==> src/rtl/spi_wb_pkg.sv <==
// Shared constants and state types for the SPI-to-Wishbone bridge.
// Frame bit positions are counted in SCK rising edges from CS low.
package spi_wb_pkg;

  localparam int CMD_WRITE_BIT = 7;

  localparam logic [5:0] CMD_END_BIT  = 6'd8;
  localparam logic [5:0] RD_ISSUE_BIT = 6'd16;
  localparam logic [5:0] RD_LOAD_BIT  = 6'd24;
  localparam logic [5:0] WR_ISSUE_BIT = 6'd48;
  localparam logic [5:0] RD_END_BIT   = 6'd56;
  localparam logic [5:0] CNT_MAX      = 6'h3F;

  localparam logic [31:0] RD_DEFAULT = 32'hFFFF_FFFF;
  localparam logic [3:0]  WB_SEL_ALL = 4'hF;

  typedef enum logic [2:0] {
    FR_IDLE,
    FR_CMD,
    FR_ADDR,
    FR_DATA,
    FR_DRAIN
  } frame_state_t;

  typedef enum logic {
    BUS_IDLE,
    BUS_REQ
  } bus_state_t;

  function automatic logic [31:0] word_addr(
    input logic [31:0] base,
    input logic [7:0]  a
  );
    return base | {22'b0, a, 2'b00};
  endfunction

endpackage

==> src/rtl/spi_wb_if.sv <==
// Classic single-beat Wishbone bus bundle.
// master: adr/wdat/we/sel/stb/cyc out, rdat/ack in; slave mirrors it.
interface spi_wb_if;
  logic [31:0] adr;
  logic [31:0] wdat;
  logic [31:0] rdat;
  logic        we;
  logic [3:0]  sel;
  logic        stb;
  logic        cyc;
  logic        ack;

  modport master (
    output adr, wdat, we, sel, stb, cyc,
    input  rdat, ack
  );

  modport slave (
    input  adr, wdat, we, sel, stb, cyc,
    output rdat, ack
  );
endinterface

==> src/rtl/spi_sync_edge.sv <==
// 2-FF synchronizers for SCK/CS/MOSI plus SCK rise/fall and CS fall pulses.
// Ports: clk, rst, raw pins in; synchronized CS/MOSI and edge pulses out.
module spi_sync_edge (
  input  logic clk,
  input  logic rst,
  input  logic sclk_i,
  input  logic cs_n_i,
  input  logic mosi_i,
  output logic cs_n_o,
  output logic mosi_o,
  output logic sck_rise_o,
  output logic sck_fall_o,
  output logic cs_fall_o
);

  logic [1:0] sclk_q;
  logic [1:0] cs_q;
  logic [1:0] mosi_q;
  logic       sclk_prev_q;
  logic       cs_prev_q;

  always_ff @(posedge clk) begin
    if (rst) begin
      sclk_q      <= 2'b00;
      cs_q        <= 2'b11;
      mosi_q      <= 2'b00;
      sclk_prev_q <= 1'b0;
      cs_prev_q   <= 1'b1;
    end else begin
      sclk_q      <= {sclk_q[0], sclk_i};
      cs_q        <= {cs_q[0], cs_n_i};
      mosi_q      <= {mosi_q[0], mosi_i};
      sclk_prev_q <= sclk_q[1];
      cs_prev_q   <= cs_q[1];
    end
  end

  assign cs_n_o     = cs_q[1];
  assign mosi_o     = mosi_q[1];
  assign sck_rise_o = sclk_q[1] & ~sclk_prev_q;
  assign sck_fall_o = ~sclk_q[1] & sclk_prev_q;
  assign cs_fall_o  = ~cs_q[1] & cs_prev_q;

endmodule

==> src/rtl/spi_wb_master.sv <==
// SPI mode-0 slave that turns each frame into one Wishbone cycle.
// Ports: clk/rst, SPI pins, wb (master modport), timeout_o pulse.
module spi_wb_master
  import spi_wb_pkg::*;
#(
  parameter logic [31:0] ADDR_BASE      = 32'h0000_0000,
  parameter int unsigned TIMEOUT_CYCLES = 255
) (
  input  logic     clk,
  input  logic     rst,
  input  logic     spi_sclk,
  input  logic     spi_cs_n,
  input  logic     spi_mosi,
  output logic     spi_miso,
  output logic     spi_miso_oe,
  spi_wb_if.master wb,
  output logic     timeout_o
);

  localparam int unsigned TW =
    (TIMEOUT_CYCLES > 255) ? $clog2(TIMEOUT_CYCLES + 1) : 8;
  localparam logic [TW-1:0] TMO_LAST = TW'(TIMEOUT_CYCLES - 1);

  logic cs_n_s;
  logic mosi_s;
  logic sck_rise;
  logic sck_fall;
  logic cs_fall;
  logic cs_act;
  logic rise;

  frame_state_t fr_q, fr_d;
  bus_state_t   bus_q, bus_d;

  logic [5:0]    cnt_q, cnt_d, cnt_nxt;
  logic [31:0]   sh_q, sh_d, sh_nxt;
  logic          wr_q, wr_d;
  logic [7:0]    a_q, a_d;
  logic [TW-1:0] tmo_q, tmo_d;
  logic [31:0]   adr_q, adr_d;
  logic [31:0]   dat_q, dat_d;
  logic          we_q, we_d;
  logic [31:0]   rd_q, rd_d;
  logic [31:0]   tx_q, tx_d;
  logic          miso_q, miso_d;
  logic          to_q, to_d;

  logic iss_rd;
  logic iss_wr;
  logic ld_tx;

  spi_sync_edge u_sync (
    .clk        (clk),
    .rst        (rst),
    .sclk_i     (spi_sclk),
    .cs_n_i     (spi_cs_n),
    .mosi_i     (spi_mosi),
    .cs_n_o     (cs_n_s),
    .mosi_o     (mosi_s),
    .sck_rise_o (sck_rise),
    .sck_fall_o (sck_fall),
    .cs_fall_o  (cs_fall)
  );

  assign cs_act  = ~cs_n_s;
  assign rise    = sck_rise & cs_act;
  assign sh_nxt  = {sh_q[30:0], mosi_s};
  assign cnt_nxt = (cnt_q == CNT_MAX) ? cnt_q : cnt_q + 6'd1;

  // Frame decoder: cnt_nxt is the edge count including this edge.
  always_comb begin
    fr_d   = fr_q;
    cnt_d  = cnt_q;
    sh_d   = sh_q;
    wr_d   = wr_q;
    a_d    = a_q;
    iss_rd = 1'b0;
    iss_wr = 1'b0;
    ld_tx  = 1'b0;
    if (rise) begin
      sh_d  = sh_nxt;
      cnt_d = cnt_nxt;
    end
    if (!cs_act) begin
      fr_d  = FR_IDLE;
      cnt_d = '0;
    end else if (cs_fall) begin
      fr_d  = FR_CMD;
      cnt_d = '0;
    end else begin
      unique case (fr_q)
        FR_IDLE: fr_d = FR_CMD;
        FR_CMD: begin
          if (rise && cnt_nxt == CMD_END_BIT) begin
            wr_d = sh_nxt[CMD_WRITE_BIT];
            fr_d = FR_ADDR;
          end
        end
        FR_ADDR: begin
          if (rise && cnt_nxt == RD_ISSUE_BIT) begin
            a_d    = sh_nxt[7:0];
            iss_rd = ~wr_q;
            fr_d   = FR_DATA;
          end
        end
        FR_DATA: begin
          if (rise) begin
            if (wr_q && cnt_nxt == WR_ISSUE_BIT) begin
              iss_wr = 1'b1;
              fr_d   = FR_DRAIN;
            end
            if (!wr_q && cnt_nxt == RD_LOAD_BIT)
              ld_tx = 1'b1;
            if (!wr_q && cnt_nxt == RD_END_BIT)
              fr_d = FR_DRAIN;
          end
        end
        FR_DRAIN: fr_d = FR_DRAIN;
        default:  fr_d = FR_IDLE;
      endcase
    end
  end

  // Bus FSM: triggers arriving while busy are dropped.
  always_comb begin
    bus_d = bus_q;
    tmo_d = tmo_q;
    adr_d = adr_q;
    dat_d = dat_q;
    we_d  = we_q;
    rd_d  = rd_q;
    to_d  = 1'b0;
    unique case (bus_q)
      BUS_IDLE: begin
        if (iss_rd || iss_wr) begin
          bus_d = BUS_REQ;
          tmo_d = '0;
          we_d  = iss_wr;
          adr_d = word_addr(ADDR_BASE,
                            iss_wr ? a_q : sh_nxt[7:0]);
          if (iss_wr)
            dat_d = sh_nxt;
          else
            rd_d = RD_DEFAULT;
        end
      end
      BUS_REQ: begin
        if (wb.ack) begin
          bus_d = BUS_IDLE;
          if (!we_q)
            rd_d = wb.rdat;
        end else if (tmo_q == TMO_LAST) begin
          bus_d = BUS_IDLE;
          to_d  = 1'b1;
        end else begin
          tmo_d = tmo_q + TW'(1);
        end
      end
      default: bus_d = BUS_IDLE;
    endcase
  end

  // MISO leads by half a bit: shifted on SCK fall, sampled on rise.
  always_comb begin
    tx_d   = tx_q;
    miso_d = miso_q;
    if (!cs_act) begin
      tx_d   = '0;
      miso_d = 1'b0;
    end else if (ld_tx) begin
      tx_d = rd_q;
    end else if (sck_fall) begin
      miso_d = tx_q[31];
      tx_d   = {tx_q[30:0], 1'b0};
    end
  end

  always_ff @(posedge clk) begin
    if (rst) begin
      fr_q   <= FR_IDLE;
      bus_q  <= BUS_IDLE;
      cnt_q  <= '0;
      sh_q   <= '0;
      wr_q   <= 1'b0;
      a_q    <= '0;
      tmo_q  <= '0;
      adr_q  <= '0;
      dat_q  <= '0;
      we_q   <= 1'b0;
      rd_q   <= RD_DEFAULT;
      tx_q   <= '0;
      miso_q <= 1'b0;
      to_q   <= 1'b0;
    end else begin
      fr_q   <= fr_d;
      bus_q  <= bus_d;
      cnt_q  <= cnt_d;
      sh_q   <= sh_d;
      wr_q   <= wr_d;
      a_q    <= a_d;
      tmo_q  <= tmo_d;
      adr_q  <= adr_d;
      dat_q  <= dat_d;
      we_q   <= we_d;
      rd_q   <= rd_d;
      tx_q   <= tx_d;
      miso_q <= miso_d;
      to_q   <= to_d;
    end
  end

  assign wb.cyc      = (bus_q == BUS_REQ);
  assign wb.stb      = (bus_q == BUS_REQ);
  assign wb.adr      = adr_q;
  assign wb.wdat     = dat_q;
  assign wb.we       = we_q;
  assign wb.sel      = WB_SEL_ALL;
  assign spi_miso    = miso_q;
  assign spi_miso_oe = cs_act;
  assign timeout_o   = to_q;

endmodule

==> src/flat_wrapper.sv <==
// flat-port wrapper written by rule: the top's interface ports become plain ports
module spi_wb_master_flat import spi_wb_pkg::*;
#(
  parameter logic [31:0] ADDR_BASE      = 32'h0000_0000,
  parameter int unsigned TIMEOUT_CYCLES = 255
)
  (clk, rst, spi_sclk, spi_cs_n, spi_mosi, spi_miso, spi_miso_oe, timeout_o, wb_adr, wb_wdat, wb_we, wb_sel, wb_stb, wb_cyc, wb_rdat, wb_ack);
  spi_wb_if wb_i ();
  input  logic clk;
  input  logic rst;
  input  logic spi_sclk;
  input  logic spi_cs_n;
  input  logic spi_mosi;
  output logic spi_miso;
  output logic spi_miso_oe;
  output logic timeout_o;
  output wire logic [$bits(wb_i.adr)-1:0] wb_adr;
  output wire logic [$bits(wb_i.wdat)-1:0] wb_wdat;
  output wire logic [$bits(wb_i.we)-1:0] wb_we;
  output wire logic [$bits(wb_i.sel)-1:0] wb_sel;
  output wire logic [$bits(wb_i.stb)-1:0] wb_stb;
  output wire logic [$bits(wb_i.cyc)-1:0] wb_cyc;
  input wire logic [$bits(wb_i.rdat)-1:0] wb_rdat;
  input wire logic [$bits(wb_i.ack)-1:0] wb_ack;
  assign wb_adr = wb_i.adr;
  assign wb_wdat = wb_i.wdat;
  assign wb_we = wb_i.we;
  assign wb_sel = wb_i.sel;
  assign wb_stb = wb_i.stb;
  assign wb_cyc = wb_i.cyc;
  assign wb_i.rdat = wb_rdat;
  assign wb_i.ack = wb_ack;
  spi_wb_master #(.ADDR_BASE(ADDR_BASE), .TIMEOUT_CYCLES(TIMEOUT_CYCLES)) u_core (.clk(clk), .rst(rst), .spi_sclk(spi_sclk), .spi_cs_n(spi_cs_n), .spi_mosi(spi_mosi), .spi_miso(spi_miso), .spi_miso_oe(spi_miso_oe), .wb(wb_i), .timeout_o(timeout_o));
endmodule
==> config.mk <==
export PLATFORM = sky130hd
export DESIGN_NAME = spi_wb_master_flat
export DESIGN_NICKNAME = d
export VERILOG_FILES = /design/src/rtl/spi_wb_pkg.sv /design/src/rtl/spi_wb_if.sv /design/src/rtl/spi_sync_edge.sv /design/src/rtl/spi_wb_master.sv /design/src/flat_wrapper.sv
export SDC_FILE = /design/constraint.sdc
export NUM_CORES = 1
export LEC_CHECK = 0
export BUFFER_PORTS_ARGS = -buffer_cell sky130_fd_sc_hd__buf_2
export CAP_MARGIN = 20
export CORE_ASPECT_RATIO = 1.2
export CORE_MARGIN = 5
export CORE_UTILIZATION = 35
export CTS_CLUSTER_DIAMETER = 50
export CTS_CLUSTER_SIZE = 24
export DETAILED_ROUTE_END_ITERATION = 10
export PLACE_DENSITY = 0.6
export SLEW_MARGIN = 20
export SYNTH_ARGS = -nofsm -noshare
export SYNTH_HDL_FRONTEND = slang
export SYNTH_SLANG_ARGS = --single-unit
==> constraint.sdc <==
create_clock -name clk -period 2.45 [get_ports clk]
set_clock_uncertainty 0.15 [all_clocks]
set_input_delay 0.49 -clock clk [delete_from_list [all_inputs] [get_ports clk]]
set_output_delay 0.49 -clock clk [all_outputs]
set_load 0.02 [all_outputs]
== Word-level counts from Yosys, hierarchy flattened ==
Index checks and enable logic that the tools add are counted.
Word-level totals
  register bits: 173
  bits in latches: 0
  bits in writable memories: 0
  memory bits (read-only): 0
  input bits: 38
  output and inout bits: 74
  logic and storage cells: 118
  memories: 0
Operators by class
  add/subtract/negate cells: 2
  $mul: 0
  divide/modulo/power cells: 0
  order comparisons: 0
  equal/unequal tests: 25
  shift-type cells: 0
  multiplexer cells: 39
  bitwise gates (word level): 11
  reduce and logical (&&, ||, !) cells: 21
Operators by type and width (number)
  $mux W32: 6
  $pmux W32 S2: 1
  $mux W8: 4
  $reduce_and A4 Y1: 5
  $mux W1: 19
  $eq A6 B6 Y1 const B: 3
  $pmux W8 S2: 1
  $mux W3: 5
  $pmux W3 S5: 1
  $eq A6 B5 Y1 const B: 2
  $ne A3 B1 Y1 const B: 4
  $ne A2 B2 Y1 const B: 5
  $add A8 B1 Y8 const B: 1
  $eq A8 B8 Y1 const B: 1
  $ne A2 B1 Y1 const B: 4
  $not A1 Y1: 7
  $add A6 B1 Y6 const B: 1
  $eq A3 B2 Y1 const B: 2
  $eq A6 B4 Y1 const B: 1
  $mux W6: 1
  $reduce_and A3 Y1: 2
  $reduce_or A3 Y1: 2
  $logic_and A1 B1 Y1: 5
  $and A1 B1 Y1: 4
  other kinds (10): 11

== Logic depth before layout (Yosys ltp) ==
Gate-level depths: netlist (run 1).
  depth in word-level cells: 12
  gate-level depth with buffers: 10

== By module ==
A second synthesis (run 1) with hierarchy kept.
Second synthesis, totals
  cell total of the unflattened synthesis: 804
  area, all modules: 7483.4 um^2
Modules (own cells, without submodules)
  spi_wb_master: times used 1, cells an instance 785, area each 7254.5 um^2
  spi_sync_edge: times used 1, cells an instance 19, area each 229.0 um^2

== Worst setup path after synthesis (run 1) ==
OpenSTA, ideal clock, no wires.
  path kind: reg2reg
  start: reg u_core.cnt_q[0]
  end: reg u_core.tx_q[18]
  setup time: 132 ps
  arrival time: 2093 ps
  slack: 75 ps
  stages on the path, launching flop included: 10
  path buffers: 2
  period minus slack after synthesis: 2375 ps
  cell sequence: dfxtp_1 ha_1 buf_2 and4_1 and2_1 o31a_1 o32a_1 buf_6 nand2_1 a21oi_1
Between the ends
  longest elaborated chain between the ends: 10
  elaborated cells between the ends (all ways): 12
Ends and longest elaborated chain
  start: declaration: line spi_wb_master.sv:35  | logic [5:0] cnt_q, cnt_d, cnt_nxt;
  start signal: assignment: line spi_wb_master.sv:197  | cnt_q <= cnt_d;
  $add A6 B1 Y6 or $eq A6 B6 Y1 (tied branches): line spi_wb_master.sv:68  | assign cnt_nxt = (cnt_q == CNT_MAX) ? cnt_q : cnt_q + 6'd1;
  $mux W6 (*): line spi_wb_master.sv:68
  $eq A6 B5 Y1 (*): line spi_wb_master.sv:112  | if (!wr_q && cnt_nxt == RD_LOAD_BIT)
  $logic_and A1 B1 Y1 (*): line spi_wb_master.sv:112
  $mux W1 (*): line spi_wb_master.sv:112
  $mux W1 (*): line spi_wb_master.sv:107  | if (rise) begin
  $mux W1 (*): line spi_wb_master.sv:91  | unique case (fr_q)
  $mux W1 (*): line spi_wb_master.sv:87  | end else if (cs_fall) begin
  $mux W1 (*): line spi_wb_master.sv:84  | if (!cs_act) begin
  $mux W32 or $reduce_bool A2 Y1 (tied branches)
  end signal: assignment: line spi_wb_master.sv:206  | tx_q <= tx_d;
  end: declaration: line spi_wb_master.sv:44  | logic [31:0] tx_q, tx_d;
Mark *: on every way between the ends. The rest lies on a longest branch, timed or not.
A chain may end at the register's enable or synchronous reset.

== Worst setup path in the final report (run 1) ==
  start: reg u_core.cnt_q[0]
  end: reg u_core.tx_q[0]
Same word-level chain as after synthesis.

==> results of run 1 <==
## routing by layer
| metal | share of wire | vias up | GRT usage |
|---|---|---|---|
| met2 | 0.46 | 106 | 0.2180 |
| met4 | 0.0064 | 0 | 0.04942 |
| met1 | 0.49 | 2538 | 0.1800 |
| met5 | 0 | - | 0 |
| li1 | - | 2785 | - |
| met3 | 0.040 | 9 | 0.03232 |
## cell families after synthesis
| logic type | Yosys count | share of synthesized area |
|---|---|---|
| compound gates | 194 | 0.1714 |
| xor+xnor | 9 | 0.01139 |
| fa+ha+maj | 3 | 0.005425 |
| buf+inv | 94 | 0.07792 |
| flops | 173 | 0.5005 |
| mux | 18 | 0.02603 |
| other cells | 2 | 0.001085 |
| simple gates | 299 | 0.2063 |
## registers in the layout, summed over array words and instances (netlist names)
name	flops
u_core.wb.cyc	1
u_core.rd_q	32
u_core.wb.wdat	32
u_core.fr_q	3
u_core.u_sync.sclk_q	2
u_core.wr_q	1
u_core.tmo_q	8
u_core.u_sync.cs_q	2
u_core.sh_q	31
u_core.spi_miso	1
u_core.a_q	8
u_core.cnt_q	6
u_core.wb.adr	8
u_core.wb.we	1
u_core.u_sync.mosi_q	2
u_core.timeout_o	1
u_core.u_sync.sclk_prev_q	1
u_core.u_sync.cs_prev_q	1
u_core.tx_q	32
## area by class of cell
class | instances | area [µm²] | area share
clock buffer | 17 | 425.4 | 0.05208
timing repair buffer | 105 | 670.6 | 0.08210
sequential | 173 | 3463 | 0.4240
inverter | 7 | 26.28 | 0.003216
multi-input combinational | 551 | 3068 | 0.3756
tap | 261 | 326.6 | 0.03998
clock inverter | 14 | 188.9 | 0.02313
## placed cells by master (no fill, tap or decap), types with 2 or more instances in the layout
cell	count
sky130_fd_sc_hd__a211oi_1	8
sky130_fd_sc_hd__a21oi_1	101
sky130_fd_sc_hd__a22oi_1	31
sky130_fd_sc_hd__and2_1	2
sky130_fd_sc_hd__and3_1	3
sky130_fd_sc_hd__and3b_1	2
sky130_fd_sc_hd__buf_12	7
sky130_fd_sc_hd__buf_2	82
sky130_fd_sc_hd__buf_4	16
sky130_fd_sc_hd__bufinv_16	3
sky130_fd_sc_hd__clkbuf_16	17
sky130_fd_sc_hd__clkinv_2	3
sky130_fd_sc_hd__clkinv_4	2
sky130_fd_sc_hd__conb_1	28
sky130_fd_sc_hd__dfxtp_1	173
sky130_fd_sc_hd__ha_1	2
sky130_fd_sc_hd__inv_1	7
sky130_fd_sc_hd__inv_8	3
sky130_fd_sc_hd__mux2i_1	18
sky130_fd_sc_hd__nand2_1	167
sky130_fd_sc_hd__nand2b_1	34
sky130_fd_sc_hd__nand3_1	5
sky130_fd_sc_hd__nand3b_1	3
sky130_fd_sc_hd__nand4_1	8
sky130_fd_sc_hd__nor2_1	36
sky130_fd_sc_hd__nor2b_1	6
sky130_fd_sc_hd__nor3_1	4
sky130_fd_sc_hd__nor3_4	4
sky130_fd_sc_hd__nor3b_1	3
sky130_fd_sc_hd__nor4_1	2
sky130_fd_sc_hd__nor4b_1	2
sky130_fd_sc_hd__o21ai_0	6
sky130_fd_sc_hd__o22ai_1	32
sky130_fd_sc_hd__o31a_1	3
sky130_fd_sc_hd__or2_2	5
sky130_fd_sc_hd__or3_1	2
sky130_fd_sc_hd__or3b_1	2
sky130_fd_sc_hd__xnor2_1	4
sky130_fd_sc_hd__xor2_1	5
## report_power, final
part | internal, mW | switching (mW) | leakage (nW) | total, mW
combinational | 0.0442 | 0.105 | 1.25 | 0.149
sequential | 2.82 | 0.00566 | 1.40 | 2.82
clock | 1.63 | 1.17 | 0.302 | 2.80
total | 4.49 | 1.28 | 2.94 | 5.77
## stage by stage
| stage | worst slack (ns) | instances | hold slack (ns) | area, µm² | utilization |
|---|---|---|---|---|---|
| finish | 0.1003 | 1128 | 0.09586 | 8169 | 0.4194 |
| global route | -0.02103 | 1128 | 0.08822 | 8169 | 0.4194 |
| CTS | 0.05289 | 1128 | 0.07348 | 8134 | 0.4176 |
| detailed placement | 0.06399 | 1097 | 0.2432 | 7520 | 0.3860 |
| global placement | 0.07902 | 1097 | 0.2405 | 7520 | 0.3860 |
| floorplan | 0.07466 | 818 | 0.2395 | 7018 | - |
## worst paths after layout
path | start | to | slack, ns | cells past startpoint
setup / recovery | u_core.cnt_q[0]$_SDFFE_PP0P_ | u_core.tx_q[0]$_SDFFE_PP0P_ | 0.10 | 8
hold / removal | spi_cs_n | u_core.u_sync.cs_q[0]$_SDFF_PP1_ | 0.1 | 2
setup reg to reg | u_core.cnt_q[0]$_SDFFE_PP0P_ | u_core.tx_q[0]$_SDFFE_PP0P_ | 0.10 | 8
hold reg to reg | u_core.u_sync.cs_q[0]$_SDFF_PP1_ | u_core.u_sync.cs_q[1]$_SDFF_PP1_ | 0.25 | 1
## worst reg2reg max path, stage by stage (launching register included)
cell                      delay, ns
sky130_fd_sc_hd__dfxtp_1       0.34
sky130_fd_sc_hd__ha_2          0.23
sky130_fd_sc_hd__and4_4        0.24
sky130_fd_sc_hd__and2_1        0.17
sky130_fd_sc_hd__o31a_1        0.32
sky130_fd_sc_hd__nor3_4        0.08
sky130_fd_sc_hd__buf_12        0.18
sky130_fd_sc_hd__or3b_2        0.45
sky130_fd_sc_hd__a21oi_1       0.12
## repair_timing
item,CTS,global route
setup endpoints to repair,0,57
resized for setup,0,7
hold buffers,0,0
==> results.md, run 1 <==
Setup path:
- The element type at the critical path end is a register.
- The kind of start point of the critical path is a register.
- The largest single stage delay on the critical path is 0.45 ns.
- Traced cell by cell, the critical path runs through ha_2, and4_4, and2_1, o31a_1, nor3_4, buf_12, or3b_2, a21oi_1.
- The kind of critical path is reg2reg.
- The critical-path cell with the highest stage delay is sky130_fd_sc_hd__or3b_2.
- Together, buffers and inverters on the worst path number 1.
- At the worst endpoint, the required time is 2.65 ns.
- For the worst setup path, the data arrival time is 2.55 ns.
- The kind of cell with the highest combined delay along the critical path is simple AND/OR/NAND/NOR gates.
- Of all nets on the critical path, the largest fanout is 33.

Global route:
- Entering global routing, the biggest net connects 75 pins.
- The number of global-route vias before repair is 5,245.
- The first global-routing pass estimated 25.73 mm of wire.
- The number of antenna violations at the first check in global routing is 0.
- The global-route usage over all layers is 0.1361.
- For this run the aggregate overflow at the end of global routing stands at 0.

Floorplan:
- Row generation in the floorplan step produced 56 rows.
- Measured along the y axis, the die boundary spans 164.0 µm.
- The initial utilization of the core area, before any placement, comes to 0.3553.
- In this run the horizontal extent of the chip is 138.4 µm.
- The placeable core area is 19,480 µm².
- The area of the die is 22,700 µm².
- The number of top-level pins is 112.

Logic synthesis:
- The number of unique standard cell types used by synthesis is 53.
- In this run the cell area of the synthesized design comes to 6920 µm².
- The most numerous cell in the Yosys netlist is sky130_fd_sc_hd__dfxtp_1.
- The cell type with the largest total area after synthesis is sky130_fd_sc_hd__dfxtp_1.
- The per-instance average area after synthesis is 8.738 µm².
- Yosys attributes the largest share of cell area to sky130_fd_sc_hd__dfxtp_1 50%, sky130_fd_sc_hd__nand2_1 9.1%, sky130_fd_sc_hd__a21oi_1 7.3%.
- Of the synthesized area, sequential elements account for 0.5005.
- The synthesized design contains 173 register bits.
- Counting flops with an async set or reset pin after synthesis yields a share of 0.
- The count of warnings emitted by yosys is 0.
- The cell count after synthesis is 792.
- Of the post-synthesis cell area, the dominant cell type holds 0.5005.
- By count the netlist is led by 173 x sky130_fd_sc_hd__dfxtp_1, 167 x sky130_fd_sc_hd__nand2_1, 101 x sky130_fd_sc_hd__a21oi_1, 38 x sky130_fd_sc_hd__buf_4, 37 x sky130_fd_sc_hd__nor2_1.
- The number of enable-type register cells in the synthesized netlist is 0.
- The main flop type after synthesis is sky130_fd_sc_hd__dfxtp_1.

Cells and area:
- The final net count is 896.
- The layout has 2,013 filler cells.
- The area growth from synthesis to layout is 18.04%.
- The layout cell share with drive strength beyond 1 is 0.1845.
- The count of antenna diodes in the layout is 0.

Clocking:
- The root buffer cell chosen for the clock tree is sky130_fd_sc_hd__clkbuf_16.
- The total number of H-tree levels is 4.
- The total clock buffers created by CTS is 17.
- Clock-pin slew was measured on the worst setup and hold paths at 0.07 ns.
- The post-CTS setup repair buffer count is 0.
- CTS saw 173 sinks.
- TritonCTS built the clock tree.
- The maximum clock path buffer count is 2.
- The clock reaches the later pin of the worst-skew pair after 0.42 ns.

Power and ir drop:
- The cell leakage power is 2.943 nW.
- The completed layout was analyzed and its total power is 5.771 mW.
- VDD sags by at most 0.5266 mV.
- The ratio of total power to cell area is 706.4 nW/µm².

Detailed routing:
- The DRC violation total after the first TritonRoute iteration is 267.
- The mean routed wirelength per cell is 13.65 µm.
- Before antenna repair, the detailed router went through 4 iterations.
- The count of nets left with antenna violations once routing finished came out at 0.
- The wire length reported by the detailed router is 15.40 mm.
- The post-route DRC violation count is 0.
- The mean number of vias per cell is 4.821.
- The routed layout has 5,438 vias.

STA:
- The worst-case headroom to the max-slew limit is 0.6158.
- The transition time at the pin with the least slew margin is 0.5757 ns.
- The hold violation total from the final report is 0.
- In the final timing run, aggregate negative setup slack is 0 ns.
- The number of max-slew violations in the final report is 0.
- Dividing the final minimum period by the clock period gives 0.9590.
- The maximum achievable frequency is 425.6 MHz.
- Setup repair after global routing could not meet its margin everywhere.
- The total setup violations reported at the end of the flow is 0.
- The worst path needs 2.350 ns of the cycle, external delays included.

Status:
- The run finished with clean final reports.

Placement:
- Detailed placement finished with a half-perimeter wire length of 9.731 mm.
- The number of buffers inserted by port buffering is 83.
- At the end of routability-driven placement, the weighted congestion stood at 0.8171.

Worst hold path:
- The min-delay analysis places its worst path in the category in2reg.

Run:
- Across the run, the number of max-cap violations was 0.
Power figures use the tool's default switching activity.
==> run 2, diff against run 1 <==
Settings changed: CORE_MARGIN 5 to default, CTS_BUF_LIST from default to sky130_fd_sc_hd__clkbuf_8.
==> run 2 against run 1 <==
Against the previous run: critical endpoint is now u_core.tx_q[16]$_SDFFE_PP0P_; worst hold slack worse by 0.025 ns; final cell count decreased by 0.18%; critical path depth is the same.
==> results.md, run 2 (synthesis gave the netlist of run 1 again) <==
Cells and area:
- The count of antenna diodes in the layout is 0 (unchanged).
- The total of fill cells in the finished design was 1,951 (-3.1%).
- The most common cell after layout, fill and taps aside is sky130_fd_sc_hd__dfxtp_1.
- The final net count is 898 (+0.22%).
- The area growth from synthesis to layout is 15.35%.
- The layout cell share with drive strength beyond 1 came to 0.1851 (+0.0005131).
- The summed area of non-filler cells in the final layout came to 7983 µm² (-2.3%).
- The final instance count without filler cells is 1,126 (-0.18%).
- Leaving out fill and tap cells, the most frequent cells in the layout are 173 x sky130_fd_sc_hd__dfxtp_1, 167 x sky130_fd_sc_hd__nand2_1, 101 x sky130_fd_sc_hd__a21oi_1.

Placement:
- The number of buffers inserted by port buffering is 83 (unchanged).
- The routability congestion estimate is 0.8356 (+2.3%).
- The detailed placement HPWL is 9.307 mm (-4.4%).
- The placed instance count was 1,092 (-0.46%).
- The instance area at placement is 7501 µm² (-0.25%).

Setup path:
- The delay contributed by the slowest stage of the critical path is 0.40 ns (-0.05 ns).
- The kind of critical path is reg2reg.
- STA classifies the critical path startpoint as a register.
- The worst setup path is captured at a register.
- The arrival time at the worst endpoint was 2.52 ns (-0.03 ns).
- The required time of the worst setup path is 2.63 ns (-0.02 ns).
- Among all stages on the critical path, the largest delay is contributed by sky130_fd_sc_hd__o32a_1.
- The signal on the critical path passes through ha_1, and4_1, and2_1, o31a_1, o32a_1, buf_12, nand2_1, a21oi_1.
- The largest fanout on the critical path is 31 (-6.1%).

Power and ir drop:
- The switching fraction of total power is 0.2260 (+0.003918).
- The ratio of total power to cell area is 650.7 nW/µm² (-7.9%).
- The proportion of power drawn by combinational gates was 0.028 (+0.002).
- The peak ir drop on the vdd network is 0.3273 mV (-38%).
- The internal power consumption is 4.020 mW (-10%).
- The clock network fraction of design power is 0.429 (-0.056).
- The sequential group share of total power is 0.543 (+0.054).
- The cell leakage power is 2.874 nW (-2.3%).
- The net switching power of the design came to 1.174 mW (-8.4%).

STA:
- The share of the clock period used by the worst path after layout is 0.9536 (-0.005487).
- Setup repair after global routing left no endpoint under its margin.
- The transition time at the pin with the least slew margin is 0.6186 ns (+0.04283 ns).
- The total setup violations reported at the end of the flow is 0 (unchanged).
- The hold violation total from the final report came to 0 (unchanged).
- The worst-case headroom to the max-slew limit was 0.5876 (-0.02814).
- The maximum achievable frequency is 428.0 MHz (+0.58%).
- The minimum period implied by the final worst setup slack came to 2.336 ns (-0.01344 ns).
- The number of max-slew violations in the final report is 0 (unchanged).
- The post-route setup TNS is 0 ns (unchanged).

Clocking:
- The maximum clock path buffer count is 2 (unchanged).
- The clock latency at the later pin of the worst-skew pair came to 0.45 ns (+0.03 ns).
- The total clock sinks was 173 (unchanged).
- The number of hold buffers added after CTS is 0 (unchanged).
- The root buffer selected by CTS is sky130_fd_sc_hd__clkbuf_8.
- TritonCTS built the clock tree.
- The clock-pin slew of the registers on the worst-case setup and hold paths is 0.08 ns (about the same).
- The total number of H-tree levels came to 4 (unchanged).
- The total clock buffers created by CTS is 17 (unchanged).

Global route:
- The maximum number of pins on one net before global-route repair is 61 (-19%).
- The number of antenna violations at the first check in global routing was 0 (unchanged).
- The global-route congestion overflow total is 0 (unchanged).
- The number of global-route vias before repair came to 5,163 (-1.6%).
- The global-route wire length before repair came to 24.55 mm (-4.6%).
- The global-route usage over all layers is 0.1514 (+0.01530).

Detailed routing:
- The total vias in the final route is 5,500 (+1.1%).
- The mean number of vias per cell was 4.885 (+1.3%).
- The number of routed nets with antenna violations is 0 (unchanged).
- The number of iterations in the first detailed-routing pass is 4 (unchanged).
- The mean routed wirelength per cell is 13.20 µm (-3.3%).
- The post-route DRC violation count is 0 (unchanged).
- The wire length reported by the detailed router is 14.86 mm (-3.5%).
- The DRC violation total after the first TritonRoute iteration came to 257 (-3.7%).

Run:
- The number of maximum-capacitance violations came to 0 (unchanged).

Status:
- The flow ran to the end, and the final reports show no timing, DRC or antenna violations.

Floorplan:
- The area of the die is 20,340 µm² (-10%).
- The placeable core area was 19,130 µm² (-1.8%).
- The die extent in x is 130.4 µm (-5.8%).
- The number of top-level pins is 112 (unchanged).
- The vertical die dimension is 156.0 µm (-4.9%).
- The number of cell rows is 55 (-1.8%).
- The starting density of the core was 0.3617 (+0.006460).

Worst hold path:
- The class of the tightest hold or removal check is in2reg.
run 2: changes by cell type in the layout (fill, tap and decap cells not counted), sizes merged:
| cell | delta |
|---|---|
| clkinv | -3 |
| inv | +2 |
| clkbuf | +1 |
| bufinv | +1 |
| buf | +2 |
run 2: per-layer routing:
metal  GRT usage  vias up  routed length [µm]
li1            -     2786                   -
met1      0.1869     2558                6779
met2      0.2515      137                7138
met3     0.03909       19                 722
met4     0.05528        0                 218
met5           0        -                   0
run 2: worst paths after layout:
kind                                                        from                                to  slack (ns)  cells past startpoint
worst min-delay path                                    spi_cs_n  u_core.u_sync.cs_q[0]$_SDFF_PP1_        0.07                      2
worst max register to register      u_core.cnt_q[0]$_SDFFE_PP0P_      u_core.tx_q[16]$_SDFFE_PP0P_        0.11                      8
worst min register to register  u_core.u_sync.cs_q[0]$_SDFF_PP1_  u_core.u_sync.cs_q[1]$_SDFF_PP1_        0.27                      1
worst max-delay path                u_core.cnt_q[0]$_SDFFE_PP0P_      u_core.tx_q[16]$_SDFFE_PP0P_        0.11                      8
run 2: area by class of cell:
class / instances / area (µm²) / area share
multi-input combinational: 551 / 3048 / 0.3818
tap: 256 / 320.3 / 0.04013
sequential: 173 / 3463 / 0.4339
inverter: 7 / 26.28 / 0.003292
clock inverter: 14 / 203.9 / 0.02555
timing repair buffer: 107 / 673.1 / 0.08433
clock buffer: 18 / 247.7 / 0.03103
run 2: what timing repair did:
action / CTS / global route
setup buffers: 0 / 2
gates resized for setup: 0 / 2
hold endpoints to repair: 0 / 0
endpoints found under the setup margin: 0 / 18
run 2: power by group through the flow:
stage                     combinational (mW)  sequential, mW  clock, mW
after floorplan                        0.131            2.88          0
after global placement                 0.149            2.89          0
after detailed placement               0.147            2.89          0
after CTS                              0.148            2.82       2.31
after global routing                   0.160            2.82       2.42
final                                  0.146            2.82       2.23
run 2: worst max-delay path: cells and delay by family, from the launching register on:
family | cells | cell delay [ns]
adders and majority gates | 1 | 0.23
DFF | 1 | 0.32
buffers and inverters | 1 | 0.18
and+or+nand+nor | 3 | 0.51
AOI/OAI and AO/OA | 3 | 0.83
run 2: per-stage QoR:
step,power [mW],setup WS (ns),hold WS (ns),utilization
after floorplan,3.015,0.07466,0.2395,-
after global placement,3.035,0.1705,0.2454,0.3921
after detailed placement,3.033,0.1342,0.2475,0.3921
after CTS,5.276,0.1101,0.03363,0.4157
after global routing,5.407,0.001224,0.03164,0.4173
final,5.194,0.1138,0.07079,0.4173
==> run 3, diff against run 2 <==
Settings changed: CTS_BUF_LIST sky130_fd_sc_hd__clkbuf_8 to sky130_fd_sc_hd__clkbuf_16, PLACE_DENSITY 0.6 to 0.58.
Clock period 2.45 ns to 2.15 ns, I/O delays scaled along.
==> run 3 against run 2 <==
Against the previous run: the run now ends with negative setup slack left; register-to-register slack got worse by 0.17 ns; combinational power grew 26%; sequential power grew 14%; clock power up 23%; fmax rose by 5.9%; first-iteration DRC count increased by 19%; final cell count grew 3.2%.
==> results.md, run 3 (synthesis gave the netlist of run 1 again) <==
Setup path:
- The kind of start point of the critical path is a register.
- The required time of the worst setup path is 2.27 ns (-0.36 ns).
- The launching element of the worst setup path is u_core.cnt_q[0]$_SDFFE_PP0P_.
- The element type at the critical path end is a register.
- In this run the critical register-to-register path is captured at u_core.tx_q[6]$_SDFFE_PP0P_.
- The register-to-register path setup slack is -0.06 ns (-0.17 ns).
- The cell count of the worst reg-to-reg path was 8 (unchanged).
- The largest fanout on the critical path is 8 (-74%).
- The startpoint identified for the worst register-to-register timing path is u_core.cnt_q[0]$_SDFFE_PP0P_.
- The worst setup path is of the reg2reg kind.
- Following the worst setup path forward leads to its endpoint at u_core.tx_q[6]$_SDFFE_PP0P_.
- The arrival time at the worst endpoint is 2.32 ns (-0.20 ns).

Global route:
- The number of antenna violations at the first check in global routing was 0 (unchanged).
- The number of global-route vias before repair was 5,057 (-2.1%).
- The global-route wire length before repair is 25.45 mm (+3.7%).
- The global-route usage over all layers is 0.1583 (+0.006968).
- The maximum number of pins on one net before global-route repair came to 61 (unchanged).
- The global-route congestion overflow total is 0 (unchanged).

STA:
- The maximum achievable frequency is 453.2 MHz (+5.9%).
- The final worst-path setup slack is -0.05648 ns (-0.1703 ns).
- The share of the clock period used by the worst path after layout is 1.026 (+0.07271).
- The transition time at the pin with the least slew margin was 0.7082 ns (+0.08960 ns).
- Setup repair after global routing could not meet its margin everywhere.
- The worst-case headroom to the max-slew limit came to 0.5279 (-0.05973).
- The number of max-slew violations in the final report was 0 (unchanged).
- The minimum period implied by the final worst setup slack is 2.206 ns (-0.1297 ns).
- The hold violation total from the final report came to 0 (unchanged).
- The final hold slack is 0.04360 ns (-0.02719 ns).
- The total setup violations reported at the end of the flow was 56 (+56).

Clocking:
- The clock latency at the later pin of the worst-skew pair is 0.42 ns (-0.03 ns).
- The total number of H-tree levels is 4 (unchanged).
- The total clock sinks is 173 (unchanged).
- The clock-pin slew of the registers on the worst-case setup and hold paths is 0.06 ns (-0.02 ns).
- The number of hold buffers added after CTS was 0 (unchanged).
- In this run the clock root is driven by a sky130_fd_sc_hd__clkbuf_16.
- TritonCTS built the clock tree.
- The total clock buffers created by CTS was 17 (unchanged).
- The maximum clock path buffer count is 2 (unchanged).

Status:
- The checks that failed: negative setup slack.
- The run finished, with violations left.

Floorplan:
- The number of cell rows is 55 (unchanged).
- The area of the die is 20,340 µm² (unchanged).
- The vertical die dimension is 156.0 µm (unchanged).
- The placeable core area is 19,130 µm² (unchanged).
- The starting density of the core is 0.3617 (unchanged).
- The number of top-level pins is 112 (unchanged).
- The die extent in x is 130.4 µm (unchanged).

Detailed routing:
- The number of routed nets with antenna violations is 0 (unchanged).
- The number of iterations in the first detailed-routing pass is 5 (+1).
- The DRC violation total after the first TritonRoute iteration is 307 (+19%).
- The wire length reported by the detailed router is 16.94 mm (+14%).
- The mean number of vias per cell is 4.857 (-0.56%).
- The mean routed wirelength per cell is 14.58 µm (+10%).
- The post-route DRC violation count is 0 (unchanged).
- The total vias in the final route is 5,644 (+2.6%).

Cells and area:
- From synthesis to final layout, the design area changed by 29.47%.
- The final net count is 934 (+4.0%).
- The library cells used most frequently in the layout, excluding fill and tap cells, are 165 x sky130_fd_sc_hd__dfxtp_1, 141 x sky130_fd_sc_hd__nand2_1, 100 x sky130_fd_sc_hd__a21oi_1.
- The area occupied by multi-input gates is 3486 µm² (+14%).
- The most common cell after layout, fill and taps aside is sky130_fd_sc_hd__dfxtp_1.
- The total of fill cells in the finished design is 1,859 (-4.7%).
- The count of antenna diodes in the layout came to 0 (unchanged).
- The layout cell share with drive strength beyond 1 came to 0.3046 (+0.1196).
- The flip-flop and latch area is 3483 µm² (+0.58%).
- The final instance count without filler cells is 1,162 (+3.2%).

Power and ir drop:
- The power after layout came to 6.133 mW (+18%).
- The cell leakage power is 3.263 nW (+14%).
- The ratio of total power to cell area is 684.5 nW/µm² (+5.2%).
- The peak ir drop on the vdd network came to 0.5472 mV (+67%).

Run:
- The number of maximum-capacitance violations is 0 (unchanged).

Placement:
- The detailed placement HPWL was 9.718 mm (+4.4%).
- The placed instance count is 1,111 (+1.7%).
- The routability congestion estimate is 0.7971 (-4.6%).
- The number of buffers inserted by port buffering is 83 (unchanged).

Worst hold path:
- The class of the tightest hold or removal check is in2reg.
==> run 3: cell count changes in the layout (fill, tap and decap cells not counted), sizes merged <==
| cell | before | now |
|---|---|---|
| inv | 13 | 12 |
| buf | 107 | 138 |
| clkinvlp | 1 | 6 |
| bufinv | 4 | 0 |
| clkinv | 3 | 4 |
| clkbuf | 18 | 22 |
==> run 3: cell type report <==
type / count / share of cell area
tap: 256 / 0.03575
inverter: 7 / 0.002933
sequential: 173 / 0.3888
clock inverter: 15 / 0.01131
timing repair buffer: 143 / 0.1247
multi-input combinational: 551 / 0.3891
clock buffer: 17 / 0.04748
==> run 3: what timing repair did <==
action | 4_1_cts | 5_1_grt
gates resized for setup | 25 | 83
endpoints found under the setup margin | 87 | 114
cloned | 2 | 8
endpoints found under the hold margin | 0 | 0
setup buffers | 7 | 2
pin swaps | 4 | 42
==> run 3: worst min path at each step <==
stage	to	from	slack, ns	cells after the start
3_3_place_gp	u_core.u_sync.mosi_q[1]$_SDFF_PP0_	u_core.u_sync.mosi_q[0]$_SDFF_PP0_	0.27	1
4_1_cts	u_core.u_sync.cs_q[0]$_SDFF_PP1_	spi_cs_n	0.02	2
3_5_place_dp	u_core.u_sync.mosi_q[1]$_SDFF_PP0_	u_core.u_sync.mosi_q[0]$_SDFF_PP0_	0.28	1
6_report	u_core.u_sync.cs_q[0]$_SDFF_PP1_	spi_cs_n	0.04	2
2_1_floorplan	u_core.u_sync.cs_q[1]$_SDFF_PP1_	u_core.u_sync.cs_q[0]$_SDFF_PP1_	0.24	1
5_1_grt	u_core.u_sync.cs_q[0]$_SDFF_PP1_	spi_cs_n	0.01	2
==> run 3: per-stage QoR <==
stage | setup slack (ns) | util | TNS [ns] | area (µm²)
5_1_grt | -0.1285 | 0.4683 | -7.458 | 8960
3_3_place_gp | -0.08973 | 0.4014 | -0.1009 | 7679
4_1_cts | -0.02719 | 0.4396 | -0.4609 | 8409
2_1_floorplan | -0.06424 | - | -1.956 | 7059
6_report | -0.05648 | 0.4683 | -1.892 | 8960
3_5_place_dp | -0.1050 | 0.4014 | -1.783 | 7679
==> run 3: critical path, cell delays in order, from the launching register on <==
cell,delay (ns)
sky130_fd_sc_hd__dfxtp_4,0.35
sky130_fd_sc_hd__ha_4,0.16
sky130_fd_sc_hd__and4_1,0.20
sky130_fd_sc_hd__and2_4,0.14
sky130_fd_sc_hd__o31a_1,0.37
sky130_fd_sc_hd__o32a_4,0.39
sky130_fd_sc_hd__clkbuf_16,0.19
sky130_fd_sc_hd__nand2_1,0.06
sky130_fd_sc_hd__a21oi_1,0.05
==> run 3: routing by layer <==
layer	global-route usage	vias up	share of wire
li1	-	2858	-
met4	0.04762	0	0.0067
met5	0	-	0
met1	0.1971	2661	0.46
met3	0.04115	8	0.039
met2	0.2657	117	0.49
==> run 3: where the power goes <==
group | total [mW] | switching [mW] | internal [mW]
clock network | 2.74 | 1.27 | 1.47
logic | 0.184 | 0.130 | 0.0532
registers | 3.21 | 0.00634 | 3.21
